## config.mk

```make
export PLATFORM = sky130hd
export DESIGN_NAME = johnson_seq_flat
export DESIGN_NICKNAME = d
export VERILOG_FILES = /design/src/rtl/johnson_seq_if.sv /design/src/rtl/johnson_seq.sv /design/src/flat_wrapper.sv
export SDC_FILE = /design/constraint.sdc
export NUM_CORES = 1
export LEC_CHECK = 0
export CORE_MARGIN = 2
export CORE_UTILIZATION = 51
export DETAILED_ROUTE_END_ITERATION = 6
export GPL_TIMING_DRIVEN = 0
export PLACE_DENSITY = 0.91
export SYNTH_ARGS = -nofsm -noshare
export SYNTH_HDL_FRONTEND = slang
export SYNTH_SLANG_ARGS = --single-unit
```

## constraint.sdc

```tcl
create_clock -name C -period 6.6 [get_ports C]
set_clock_uncertainty 0.05 [all_clocks]
set_input_delay 1.65 -clock C [delete_from_list [all_inputs] [get_ports C]]
set_output_delay 1.65 -clock C [all_outputs]
set_load 0.05 [all_outputs]
```

## src/rtl/johnson_seq_if.sv

```systemverilog
// Control and status bundle for the Johnson/ring sequencer.
// The master drives the controls and the slave (the sequencer) drives the status.
interface johnson_seq_if #(
    parameter int N = 8
);
    localparam int PW = $clog2(2 * N);

    logic          en;
    logic          dir;
    logic          mode;
    logic          ld;
    logic [N-1:0]  d;
    logic [N-1:0]  Q;
    logic [PW-1:0] phase;
    logic          wrap;
    logic          bad;

    modport master (
        output en, dir, mode, ld, d,
        input  Q, phase, wrap, bad
    );

    modport slave (
        input  en, dir, mode, ld, d,
        output Q, phase, wrap, bad
    );
endinterface

```

## src/rtl/johnson_seq.sv

```systemverilog
// Parametrised Johnson/ring sequencer with load, illegal-state self-correction,
// decoded phase index and a registered wrap pulse.
module johnson_seq #(
    parameter int N = 8
) (
    input  logic         C,
    input  logic         R,
    johnson_seq_if.slave bus
);
    localparam int PW = $clog2(2 * N);
    localparam logic [N-1:0] ONE = N'(1);

    typedef enum logic [1:0] {
        OP_HOLD,
        OP_LOAD,
        OP_FIX,
        OP_STEP
    } op_e;

    logic [N-1:0]  cnt_q, cnt_d;
    logic          wrap_q, wrap_d;
    logic [N-1:0]  inv;
    logic          legal_j, legal_r, bad;
    logic [PW-1:0] pop, ph_j, ph_r, phase, last;
    op_e           op;

    // Decode: legality, popcount and phase are all pure functions of Q and mode.
    always_comb begin
        inv     = ~cnt_q;
        // Low run of ones (incl. zero) or high run of ones (complement is a low run).
        legal_j = ((cnt_q & (cnt_q + ONE)) == '0) || ((inv & (inv + ONE)) == '0);
        legal_r = (cnt_q != '0) && ((cnt_q & (cnt_q - ONE)) == '0);
        bad     = bus.mode ? !legal_r : !legal_j;
        pop     = '0;
        ph_r    = '0;
        for (int unsigned i = 0; i < N; i++) begin
            pop = pop + PW'(cnt_q[i]);
            if (cnt_q[i]) ph_r = PW'(i);
        end
        // 2N - p is taken modulo 2^PW, which is exact because 2N - p < 2N <= 2^PW.
        ph_j  = ((cnt_q == '0) || cnt_q[0]) ? pop : PW'(2 * N) - pop;
        phase = bad ? '0 : (bus.mode ? ph_r : ph_j);
        last  = bus.mode ? PW'(N - 1) : PW'(2 * N - 1);
    end

    always_comb begin
        op     = OP_HOLD;
        cnt_d  = cnt_q;
        wrap_d = 1'b0;
        if (bus.ld)      op = OP_LOAD;
        else if (bus.en) op = bad ? OP_FIX : OP_STEP;

        case (op)
            OP_LOAD: cnt_d = bus.d;
            OP_FIX:  cnt_d = bus.mode ? ONE : '0;
            OP_STEP: begin
                if (!bus.dir) cnt_d = {cnt_q[N-2:0], bus.mode ? cnt_q[N-1] : ~cnt_q[N-1]};
                else          cnt_d = {bus.mode ? cnt_q[0] : ~cnt_q[0], cnt_q[N-1:1]};
                wrap_d = bus.dir ? (phase == '0) : (phase == last);
            end
            default: ;
        endcase
    end

    always_ff @(posedge C or posedge R) begin
        if (R) begin
            cnt_q  <= '0;
            wrap_q <= 1'b0;
        end else begin
            cnt_q  <= cnt_d;
            wrap_q <= wrap_d;
        end
    end

    assign bus.Q     = cnt_q;
    assign bus.wrap  = wrap_q;
    assign bus.phase = phase;
    assign bus.bad   = bad;
endmodule

```

## src/flat_wrapper.sv

```systemverilog
// flat-port wrapper written by rule: the top's interface ports become plain ports
module johnson_seq_flat 
#(
    parameter int N = 8
)
  (C, R, bus_en, bus_dir, bus_mode, bus_ld, bus_d, bus_Q, bus_phase, bus_wrap, bus_bad);
  johnson_seq_if #(.N(N)) bus_i ();
  input  logic C;
  input  logic R;
  input wire logic [$bits(bus_i.en)-1:0] bus_en;
  input wire logic [$bits(bus_i.dir)-1:0] bus_dir;
  input wire logic [$bits(bus_i.mode)-1:0] bus_mode;
  input wire logic [$bits(bus_i.ld)-1:0] bus_ld;
  input wire logic [$bits(bus_i.d)-1:0] bus_d;
  output wire logic [$bits(bus_i.Q)-1:0] bus_Q;
  output wire logic [$bits(bus_i.phase)-1:0] bus_phase;
  output wire logic [$bits(bus_i.wrap)-1:0] bus_wrap;
  output wire logic [$bits(bus_i.bad)-1:0] bus_bad;
  assign bus_i.en = bus_en;
  assign bus_i.dir = bus_dir;
  assign bus_i.mode = bus_mode;
  assign bus_i.ld = bus_ld;
  assign bus_i.d = bus_d;
  assign bus_Q = bus_i.Q;
  assign bus_phase = bus_i.phase;
  assign bus_wrap = bus_i.wrap;
  assign bus_bad = bus_i.bad;
  johnson_seq #(.N(N)) u_core (.C(C), .R(R), .bus(bus_i));
endmodule
```

[After elaboration in Yosys (flattened, before gate mapping)]
Index checks and enable logic that the tools add are counted.
Storage, ports and cells
  register bits after elaboration: 9
  bits of input ports: 14
  output and inout bits: 14
  logic and storage cells: 57
Operators by class
  add/subtract/negate cells: 11
  equality and inequality tests: 4
  mux-type cells: 22
  bitwise operators: 6
  reduce and logical (&&, ||, !) cells: 12
Operators with widths (number)
  $logic_not 8->1: 4
  $add 4x1->4: 6
  $and 8x8->8: 3
  $pmux 8 s3: 1
  $add 8x1->8 const B: 2
  $mux 4: 4
  $mux 3: 4
  $mux 1: 8
  $mux 2: 4
  $mux 8: 1
  $not 8->8: 1
  $reduce_bool 8->1: 1
  $sub 8x1->8 const B: 1
  $eq 2x2->1 const B: 2
  $eq 4x4->1: 1
  $logic_not 4->1: 1
  $sub 1x4->4 const A: 1
  $reduce_bool 3->1: 1
  $add 1x1->2: 1
  $eq 2x1->1 const B: 1
  $logic_not 1->1: 2
  $logic_or 1x1->1: 2
  $not 1->1: 2
  $logic_and 1x1->1: 1

[Longest topological paths before layout]
  depth in word-level cells: 14
  gate-level depth with buffers: 16
  mapped depth without buffers: 15

[Least setup slack after synthesis]
No wires, ideal clock.
  kind: flip-flop to output port
  from: register u_core.cnt_q[0], in the netlist u_core.bus.Q[0]
  to: output port bus_phase[3]
  data arrival time: 4.353 ns
  data required time: 4.900 ns
  slack: 0.547 ns
  stages on the path, launching flop included: 14
  buffers on the path: 1
  path through: dfrtp_1 -> buf_2 -> inv_1 -> ha_1 -> inv_1 -> fa_1 -> fa_1 -> fa_1 -> fa_1 -> nand2_1 -> o21ai_0 -> o22ai_1 -> a22oi_1 -> nor2b_1
Between the ends
  longest elaborated chain between the ends: 11
  elaborated cells between the ends (all ways): 29
  those cells by class: 11 x add/sub; 4 x mux; 4 x bitwise; 10 x reduce/logical
RTL lines
  start: declaration: line johnson_seq.sv:20  | logic [N-1:0] cnt_q, cnt_d;
  start signal: assignment: line johnson_seq.sv:70  | cnt_q <= cnt_d;
  $add 1x1->2: line johnson_seq.sv:37  | pop = pop + PW'(cnt_q[i]);
  $add 4x1->4 (6 in series): line johnson_seq.sv:37
  $sub 1x4->4: line johnson_seq.sv:41  | ph_j = ((cnt_q == '0) || cnt_q[0]) ? pop : PW'(2 * N) - pop;
  $mux 4: line johnson_seq.sv:41
  $mux 4: line johnson_seq.sv:42  | phase = bad ? '0 : (bus.mode ? ph_r : ph_j);
  $mux 4 (*): line johnson_seq.sv:42
  end: declaration: line flat_wrapper.sv:16  | output wire logic [$bits(bus_i.phase)-1:0] bus_phase;
Every way passes the cells marked *; elsewhere a longest branch is shown, timed or not.

[Worst setup path in the final report]
  from: register u_core.cnt_q[1], in the netlist u_core.bus.Q[1]
  to: output port bus_phase[2]
Same word-level chain as after synthesis.

==> results.md <==
* Die area at 2970 um2
* Register share of total power at 0.185
* Syn Area/Cell at 7.56 um2
* Post-layout minimum cycle time at 6360 ps
* R2R Setup Slk at 1820 ps
* Crit path capture type: primary output
* CTS tree: yes
* Antenna Nets Post-Route at 0
* Vias per Instance at 6.27
* Placed Instance Area at 1610 um2
* Vias in the first global route at 1289
* Wire length per cell at 15.2 um
* Die Width at 54.5 um
* Status: finished clean
* Post-Syn Nets at 197
* Global route overflow at 0
* First-pass GRT wire length at 5550 um
* Worst-margin pin slew at 662 ps
* Final Setup Violations at 0
* Final hold vios at 0
* Gate power share at 0.687
* Cell leakage power at 0.708 nW
* Clk sinks at 9
* H-tree depth at 1
* Post-Syn Area at 1300 um2
* Crit path DAT at 4660 ps
* Post-synth ARST share at 1.00
* Number of antenna diodes at 0
* Hold buffer count at cts at 0
* # DRC at 0
* EDFF count, synth at 0
* Slowest Stage Delay on Critical Path at 520 ps
* Postcts setup bufs at 0
* Row count at 18
* Cell taking the most area after synthesis: dfrtp_1
* CP required at 4900 ps
* Max-slew headroom at 0.559
* Share of power burned in the clock network at 0.128
* Cell family contributing the most delay on the critical path: adder cells
* Max_cap viols at 0
* CP max FO at 8
* Most used DFF post-synth: dfrtp_1
* Root Driver: clkbuf_4
* CTS buffer count at 3
* Fmax at 157 MHz
* Initial Utilization at 0.530
* Setup TNS at 0 ps
* Fill count at 220
* PortBufs at 27
* Final net count at 229
* Worst setup SP type: flop
* Top cells by area, synth: dfrtp_1, a21oi_1, ha_1
* Setup Crit Path Kind: flop to primary output
* Clk_lat worst skew at 260 ps
* Final WL at 3540 um
* Largest net degree at the start of global routing at 11
* Critical Path Slowest Stage Cell: fa_1
* Cell Chain, Critical Path: clkbuf_1 > inv_1 > ha_1 > inv_1 > fa_1 > fa_1 > fa_1 > fa_1 > ha_1 > a311o_1 > a32oi_1 > nor2_1 > dlygate4sd2_1
* Pwr Density at 207 nW/um2
* Gate Count Post-Synth at 172
* Sw Pwr at 164 uW
* Total track usage at 0.252
* Final Max Slew Viols at 0
* Proportion of layout cells with a drive suffix above 1 at 0.0837
* Unique masters post-synth at 52
* CORE AREA at 2450 um2
* Initial DRC Count at 85
* Final worst path period share at 0.963
* Via Count at 1460
* P_int at 177 uW
* Ys Warns at 0
* Worst hold path class: flop to flop
* Initial antenna violation count at 0
* DIE HEIGHT at 54.5 um
* Switching Share at 0.481
* Top-Level Pins at 28
* Most used cell, CP: fa_1
* RSZ-0062 raised after global routing: false
* CTS resizes at 1
* TritonRoute pass-1 iters at 4
* Buffers and inverters on the worst path at 4
* Area growth, synth to finish at 26.9%
* Clock tree buffer depth at 2
* Peak supply drop at 0.000180 V
* Yosys reg bits at 9
* Clock transition at the registers of the reported paths at 60 ps
* DP Wirelength at 2710 um
* Placer congestion estimate at 0.907
* Part of the Yosys area used for sequential elements at 0.173
* Final instance area at 1650 um2
* Top cell type's share of synthesized area at 0.173
[flip-flops by register name, summed over array words and instances, names as in the netlist]
register / cells
u_core.bus.wrap: 1
u_core.bus.Q: 8
[synthesized netlist by cell type, types with 3 or more instances]
library cell   n
a21oi_1       20
nor3_1         4
buf_2          4
nand2_1        7
nor2b_1       13
nand3_1        5
ha_1           7
dfrtp_1        9
fa_1           4
clkbuf_1       8
inv_1         15
nor2_1        15
o21ai_0        3
o21ai_1        8
mux2i_1        6
[cells in the final DEF, fill, tap and decap left out, types with 4 or more instances in the layout]
cell type / count
nor2b_1: 13
a21oi_1: 20
nor3_1: 4
inv_1: 15
nand3_1: 5
clkdlybuf4s50_1: 24
dfrtp_1: 9
fa_1: 4
ha_1: 7
nand2_1: 7
clkbuf_1: 9
nor2_1: 15
buf_2: 4
mux2i_1: 6
o21ai_1: 8
[cell families (layout without fill, tap and decap cells)]
logic type               count (synthesis)  in the layout  synth area share
XOR/XNOR                                 3              3            0.0202
AND/OR/NAND/NOR                         55             55             0.228
adder cells (fa/ha/maj)                 12             12             0.137
flip-flops                               9              9             0.173
buffers and inverters                   30             61            0.0991
multiplexers                             6              6            0.0462
AO/OA/AOI/OAI                           57             57             0.296
[area by class of cell]
class	instances	area (um2)	share of cell area
multi-input combinational	133	958	0.581
tap	30	37.5	0.0227
buffer	14	68.8	0.0417
sequential	9	225	0.136
inverter	16	60.1	0.0364
timing repair buffer	27	274	0.166
clock buffer	4	26.3	0.0159
[power groups by stage]
stage	clock network, mW	registers (mW)	logic [mW]
after detailed placement	0	0.0644	0.229
after global placement	0	0.0642	0.218
after global routing	0.0470	0.0639	0.255
after CTS	0.0449	0.0633	0.230
final	0.0436	0.0633	0.234
after floorplan	0	0.0807	0.157
[metrics by stage]
step	std cells	setup WS (ps)	utilization	hold slack [ps]	power [mW]
final	233	243	0.672	708	0.341
after global routing	233	39.4	0.672	760	0.366
after CTS	233	15.7	0.665	696	0.338
after detailed placement	229	125	0.655	682	0.294
after global placement	229	222	0.655	677	0.282
after floorplan	172	547	-	946	0.237
[routing by layer]
layer	GRT usage	vias up	share of wire
met4	0.0208	0	0.015
met2	0.436	92	0.48
met3	0.0656	12	0.086
met1	0.326	679	0.41
met5	0	-	0
li1	-	677	-
[worst register-to-register path, stage by stage, from the launching register on]
cell and delay (ps):
dfrtp_1 390, clkbuf_1 320, inv_1 140, ha_1 300
inv_1 50, fa_1 500, fa_1 430, fa_1 420
fa_1 520, ha_1 250, a311o_1 320, a32oi_1 280
nand2_1 110, or4_1 420, a211oi_2 220
[worst paths after layout]
check | from | endpoint | cells past startpoint
setup / recovery | u_core.bus.Q[1] | bus_phase[2] | 13
hold / removal | u_core.bus.Q[5] | u_core.bus.Q[5] | 3
setup reg to reg | u_core.bus.Q[1] | u_core.bus.wrap | 14
hold reg to reg | u_core.bus.Q[5] | u_core.bus.Q[5] | 3
max in group asynchronous | R | u_core.bus.Q[5] | 2
min in group asynchronous | R | u_core.bus.Q[0] | 2
Power figures use the tool's default switching activity.
